===== config.mk =====
export PLATFORM = sky130hd
export DESIGN_NAME = rob_commit_unit
export DESIGN_NICKNAME = d
export VERILOG_FILES = /design/src/rtl/rob_commit_unit.sv
export SDC_FILE = /design/constraint.sdc
export NUM_CORES = 2
export LEC_CHECK = 0
export CELL_PAD_IN_SITES_DETAIL_PLACEMENT = 0
export CELL_PAD_IN_SITES_GLOBAL_PLACEMENT = 2
export CORE_MARGIN = 2
export CORE_UTILIZATION = 40
export DETAILED_ROUTE_END_ITERATION = 10
export PLACE_DENSITY_LB_ADDON = 0.1
export SYNTH_ARGS = -nofsm -noshare
export SYNTH_HDL_FRONTEND = slang
export SYNTH_SLANG_ARGS = --single-unit

===== constraint.sdc =====
create_clock -name clk_in -period 8.6 [get_ports clk_in]
set_input_delay 1.29 -clock clk_in [delete_from_list [all_inputs] [get_ports clk_in]]
set_output_delay 1.29 -clock clk_in [all_outputs]
set_load 0.02 [all_outputs]

===== src/rtl/rob_commit_unit.sv =====
`default_nettype none
// ============================================================================
// Module   : rob_commit_unit
// Purpose  : Reorder buffer. Accepts in-order issue from the decoder and
//            out-of-order results from the CDB, retires entries in order to
//            the register file, answers two dependency lookups, and raises a
//            one-cycle pipeline clear when a mispredicted branch retires.
// Ports    : clk_in, rst_n_in (async, active-low), rdy_in (pause)
//            issue_valid/issue_rd -> issue_rob_id, rob_full
//            wb_valid/wb_rob_id/wb_val/wb_mispredict/wb_target (CDB)
//            search_rob_id_k -> search_ready_k/search_val_k (k = 1,2)
//            commit_ready/commit_reg_id/commit_val/commit_rob_id
//            clear/clear_pc
// Options  : WB_BYPASS_EN - forward the CDB result to the search ports and
//            to the head entry in the same cycle as its writeback.
// Revision : 1.0 - initial release
// ============================================================================
module rob_commit_unit #(
   parameter int ROB_WIDTH = 4
) (
   input  logic                 clk_in,
   input  logic                 rst_n_in,
   input  logic                 rdy_in,
   input  logic                 issue_valid,
   input  logic [4:0]           issue_rd,
   output logic [ROB_WIDTH-1:0] issue_rob_id,
   output logic                 rob_full,
   input  logic                 wb_valid,
   input  logic [ROB_WIDTH-1:0] wb_rob_id,
   input  logic [31:0]          wb_val,
   input  logic                 wb_mispredict,
   input  logic [31:0]          wb_target,
   input  logic [ROB_WIDTH-1:0] search_rob_id_1,
   output logic                 search_ready_1,
   output logic [31:0]          search_val_1,
   input  logic [ROB_WIDTH-1:0] search_rob_id_2,
   output logic                 search_ready_2,
   output logic [31:0]          search_val_2,
   output logic                 commit_ready,
   output logic [4:0]           commit_reg_id,
   output logic [31:0]          commit_val,
   output logic [ROB_WIDTH-1:0] commit_rob_id,
   output logic                 clear,
   output logic [31:0]          clear_pc
);

   localparam int                 c_depth   = 2**ROB_WIDTH;
   localparam logic [ROB_WIDTH:0] c_full    = (ROB_WIDTH+1)'(c_depth);
   localparam logic [ROB_WIDTH:0] c_cnt_one = (ROB_WIDTH+1)'(1);
   localparam logic [ROB_WIDTH-1:0] c_ptr_one = ROB_WIDTH'(1);

   // Control state (asynchronously reset)
   logic [c_depth-1:0]   r_busy;
   logic [c_depth-1:0]   r_ready;
   logic [ROB_WIDTH-1:0] r_head;
   logic [ROB_WIDTH-1:0] r_tail;
   logic [ROB_WIDTH:0]   r_count;
   logic                 r_clear;
   logic [31:0]          r_clear_pc;

   // Payload (no reset needed: only observed once busy/ready are set)
   logic [4:0]  r_rd       [c_depth];
   logic [31:0] r_val      [c_depth];
   logic        r_mispred  [c_depth];
   logic [31:0] r_target   [c_depth];

   logic        w_nonempty;
   logic        w_issue;
   logic        w_wb;
   logic        w_head_byp;
   logic        w_head_ready;
   logic [31:0] w_head_val;
   logic        w_head_mispred;
   logic [31:0] w_head_target;
   logic        w_commit;
   logic        w_flush;
   logic        w_s1_byp;
   logic        w_s2_byp;

   assign w_nonempty = (r_count != '0);
   assign rob_full   = (r_count == c_full);
   assign issue_rob_id = r_tail;

   assign w_issue = issue_valid && !rob_full && rdy_in && !r_clear;
   assign w_wb    = wb_valid && rdy_in && !r_clear && r_busy[wb_rob_id];

`ifdef WB_BYPASS_EN
   // A result arriving for a busy entry is visible in the same cycle.
   assign w_head_byp = wb_valid && r_busy[wb_rob_id] && (wb_rob_id == r_head);
   assign w_s1_byp   = wb_valid && r_busy[wb_rob_id] && (wb_rob_id == search_rob_id_1);
   assign w_s2_byp   = wb_valid && r_busy[wb_rob_id] && (wb_rob_id == search_rob_id_2);
`else
   assign w_head_byp = 1'b0;
   assign w_s1_byp   = 1'b0;
   assign w_s2_byp   = 1'b0;
`endif

   // Head view: stored entry, or the CDB result when it is being bypassed
   // into a head that has not yet captured its value.
   always_comb begin
      w_head_ready   = r_ready[r_head] || w_head_byp;
      w_head_val     = r_val[r_head];
      w_head_mispred = r_mispred[r_head];
      w_head_target  = r_target[r_head];
      if (w_head_byp && !r_ready[r_head]) begin
         w_head_val     = wb_val;
         w_head_mispred = wb_mispredict;
         w_head_target  = wb_target;
      end
   end

   assign w_commit = rdy_in && !r_clear && w_nonempty && w_head_ready;
   assign w_flush  = w_commit && w_head_mispred;

   assign commit_ready  = w_commit;
   assign commit_reg_id = w_nonempty ? r_rd[r_head] : 5'd0;
   assign commit_val    = w_nonempty ? w_head_val   : 32'd0;
   assign commit_rob_id = w_nonempty ? r_head       : '0;

   assign clear    = r_clear;
   assign clear_pc = r_clear_pc;

   // Search ports
   assign search_ready_1 = (r_busy[search_rob_id_1] && r_ready[search_rob_id_1]) || w_s1_byp;
   assign search_ready_2 = (r_busy[search_rob_id_2] && r_ready[search_rob_id_2]) || w_s2_byp;
   assign search_val_1   = !search_ready_1 ? 32'd0 :
                           (w_s1_byp && !r_ready[search_rob_id_1]) ? wb_val : r_val[search_rob_id_1];
   assign search_val_2   = !search_ready_2 ? 32'd0 :
                           (w_s2_byp && !r_ready[search_rob_id_2]) ? wb_val : r_val[search_rob_id_2];

   // Control state
   always_ff @(posedge clk_in or negedge rst_n_in) begin
      if (!rst_n_in) begin
         r_busy     <= '0;
         r_ready    <= '0;
         r_head     <= '0;
         r_tail     <= '0;
         r_count    <= '0;
         r_clear    <= 1'b0;
         r_clear_pc <= 32'd0;
      end else if (rdy_in) begin
         // clear is a single-cycle pulse; held only while rdy_in is low.
         r_clear <= w_flush;
         if (w_flush) begin
            r_clear_pc <= w_head_target;
            r_busy     <= '0;
            r_ready    <= '0;
            r_head     <= '0;
            r_tail     <= '0;
            r_count    <= '0;
         end else begin
            if (w_issue) begin
               r_busy[r_tail]  <= 1'b1;
               r_ready[r_tail] <= 1'b0;
               r_tail          <= r_tail + c_ptr_one;
            end
            if (w_wb) begin
               r_ready[wb_rob_id] <= 1'b1;
            end
            if (w_commit) begin
               r_busy[r_head] <= 1'b0;
               r_head         <= r_head + c_ptr_one;
            end
            case ({w_issue, w_commit})
               2'b10:   r_count <= r_count + c_cnt_one;
               2'b01:   r_count <= r_count - c_cnt_one;
               default: r_count <= r_count;
            endcase
         end
      end
   end

   // Payload. Issue targets a non-busy slot and writeback a busy one, so
   // the two never address the same entry in one cycle.
   always_ff @(posedge clk_in) begin
      if (w_issue) begin
         r_rd[r_tail]      <= issue_rd;
         r_mispred[r_tail] <= 1'b0;
      end
      if (w_wb) begin
         r_val[wb_rob_id]     <= wb_val;
         r_mispred[wb_rob_id] <= wb_mispredict;
         r_target[wb_rob_id]  <= wb_target;
      end
   end

endmodule
`default_nettype wire


==> run_results.csv <==
group,metric,value,unit
synthesis,netlist_top_cells_count,"edfxtp_1 (1,120), mux4_2 (681), nand2_1 (150)",
synthesis,yosysMostFrequentCell,"edfxtp_1",
timing,slew_headroom,21.1,%
pwr,comb_power_share,4.0,%
clock_network,clock-root-buffer,"clkbuf_16",
route,wirelength,158000,µm
final_layout,syn_to_final_growth,16.3,%
timing,fmax,163,MHz
timing,finalSetupTns,0,ps
synthesis,ys.warnings.count,0,
clock_network,h-tree-depth,4,
route,initialDrtViolationCount,2766,
placement,place_congestion,0.814,
die,core,0.135,mm²
clock_network,cts_setup_buffers,0,
die,die_x,373,µm
route,first_pass_iters,8,
job,drv_cap,0,
synthesis,synth_edf_count,1120,
synthesis,async_reset_ff_share,6.51,%
clock_network,hold_buffers,0,
route,routed-wl-met2,79300,µm
setup_path,cp.required,7310,ps
synthesis,yosysTopAreaCell,"edfxtp_1",
timing,skew,21.8,ps
timing,worst-slew-pin-transition,1180,ps
synthesis,yosys_most_used_dff,"edfxtp_1",
timing,final-max-slew-violation-count,0,
timing,worst_hold_slack,472,ps
outcome,outcome,"complete, no violations",
synthesis,ys_ff_latch,1198,
timing,hold_violations,0,
setup_path,worstReg2RegStart,"r_head[1]$_DFFE_PN0P_",
pwr,switching_share,21.1,%
route,antenna_left,0,
final_layout,nNetsFinal,2916,
die,die_h,373,µm
synthesis,yosysTopAreaCellShare,61.8,%
final_layout,drive_above_1_share,33.3,%
worst_hold_path,min_to,"clear_pc[1]$_DFFE_PN0P_",
setup_path,cp_max_fo,56,
worst_hold_path,holdPathStages,2,
timing,finalSetupViolations,0,
placement,pre_cts_slack,2490,ps
pwr,power.internal,9.93,mW
clock_network,clock_latency,760,ps
placement,portBuffers,232,
timing,finalWorstPathRequiredPeriod,6140,ps
grt,grt_pass1_vias,30900,
pwr,leakage,20.4,nW
synthesis,synthTopCellsByArea,"edfxtp_1 (62%), mux4_2 (28%), dfrtp_1 (3.6%)",
synthesis,seq_area_frac_synth,65.4,%
grt,overflow,0,
placement,place_hpwl,86400,µm
route,drc,0,
worst_hold_path,holdCritStartpoint,"clear_pc[1]$_DFFE_PN0P_",
pwr,seq_power_share,50.7,%
pwr,clockPowerShare,45.3,%
route,wl_met1,63200,µm
clock_network,clock_path_buffers,3,
synthesis,synth.distinct_cells,50,
timing,fin_ws,2460,ps
clock_network,cts-buffers-inserted,138,
final_layout,post-route-util,46.8,%
setup_path,arrival,4850,ps
setup_path,cp-end-kind,"primary output",
die,ios,233,
route,vias,29000,
route,highest_layer,"met5",
grt,grt_max_degree,141,
grt,grt_pass1_wl,226000,µm
clock_network,cts_tree,"built",
clock_network,cts.sinks,1198,
route,post_drt_wl_per_cell,33.5,µm
setup_path,r2r_slack,3870,ps
synthesis,avgSynthCellArea,21.1,µm²
setup_path,r2r-end,"clear_pc[11]$_DFFE_PN0P_",
timing,rsz0062_at_grt,"no",
route,route.met3.wl,9920,µm
grt,track_usage,22.8,%
pwr,p_switching,2.65,mW
final_layout,fin_cells,4713,
die,start_util,40.2,%
synthesis,syn_area,0.0544,mm²
pwr,power_density,199,mW/mm²
timing,fin_crit_sh,71.4,%
worst_hold_path,hold_path.class,"reg2reg",
pwr,irDropWorstVdd,0.174,mV
clock_network,postCtsResizedCells,0,
grt,antenna_found_initial,14,
clock_network,path_clk_slew,50,ps
synthesis,syn-num-nets,2671,
die,row_count,135,
route,vias_per_cell,6.15,
synthesis,syn_inst,2574,
setup_path,worstSetupStartpointType,"primary input",
die,dieArea,0.139,mm²
setup_path,worstSetupPathType,"in2out",
setup_path,rr_worst_depth,8,
placement,place_inst,4460,
worst max path at each step:
stage	start	end	slack, ps
6_report	search_rob_id_2[2]	search_val_2[9]	2460
3_5_place_dp	search_rob_id_2[2]	search_val_2[9]	2490
2_1_floorplan	wb_rob_id[0]	r_mispred[8]$_SDFFCE_PN0P_	1240
4_1_cts	search_rob_id_2[2]	search_val_2[9]	2490
5_1_grt	search_rob_id_2[2]	search_val_2[9]	2380
3_3_place_gp	search_rob_id_2[1]	search_val_2[0]	2460
layout by cell type, fill, tap and decap left out, types with 22 or more instances in the layout:
master	instances
a21oi_1	23
buf_4	52
clkbuf_1	29
clkbuf_16	140
clkdlybuf4s50_1	223
clkinv_1	31
dfrtp_1	75
edfxtp_1	1120
inv_1	26
mux4_2	681
nand2_1	149
nand3_1	22
nor2_1	36
nor2b_1	104
worst max-delay path, stage by stage:
cell and delay [ps]:
buf_6 450, buf_4 490, buf_4 740, mux4_2 420, mux4_2 450, nor2b_1 200
clkdlybuf4s50_1 610
through the flow:
step	cell area, µm²	power, mW
2_1_floorplan	54400	6.77
3_3_place_gp	58800	7.00
3_5_place_dp	58800	7.01
4_1_cts	63200	12.7
5_1_grt	63200	13.0
6_report	63200	12.6
layer usage:
| metal | vias up | global-route usage, % |
|---|---|---|
| li1 | 11600 | - |
| met4 | 18 | 8.28 |
| met1 | 15900 | 29.5 |
| met3 | 294 | 4.53 |
| met5 | - | 0 |
| met2 | 1265 | 38.3 |
layout make-up:
type                    instances  area (µm²)
clock inverters                79         748
diodes                          3        7.51
multi-input cells            1160       18000
clock buffers                 171        3640
well taps                    1781        2230
inverters                      33         141
repair buffers                288        2820
fillers                     11200       71900
flip-flops and latches       1198       35600
kinds of logic after synthesis:
family | Yosys count | synth area share, %
AOI/OAI and AO/OA | 90 | 1.04
xor gates and xnor gates | 5 | 0.0805
adders and majority gates | 10 | 0.230
buffers and inverters | 216 | 1.62
DFF | 1198 | 65.4
muxes | 685 | 28.3
and+or+nand+nor | 370 | 3.32
registers in the layout (all words and copies together), names as in the netlist:
name and flops:
r_rd 80, r_target 512, clear_pc 32, r_ready 16
clear 1, r_count 5, r_head 4, r_val 512
r_busy 16, issue_rob_id 4, r_mispred 16
power groups by stage:
| stage | registers, mW | clock network (mW) | logic [mW] |
|---|---|---|---|
| 5_1_grt | 6.37 | 6.06 | 0.539 |
| 4_1_cts | 6.37 | 5.85 | 0.516 |
| 3_3_place_gp | 6.49 | 0 | 0.505 |
| 2_1_floorplan | 6.49 | 0 | 0.274 |
| 3_5_place_dp | 6.49 | 0 | 0.515 |
| 6_report | 6.37 | 5.70 | 0.508 |
Note: power is estimated with default switching activity, not from simulation.
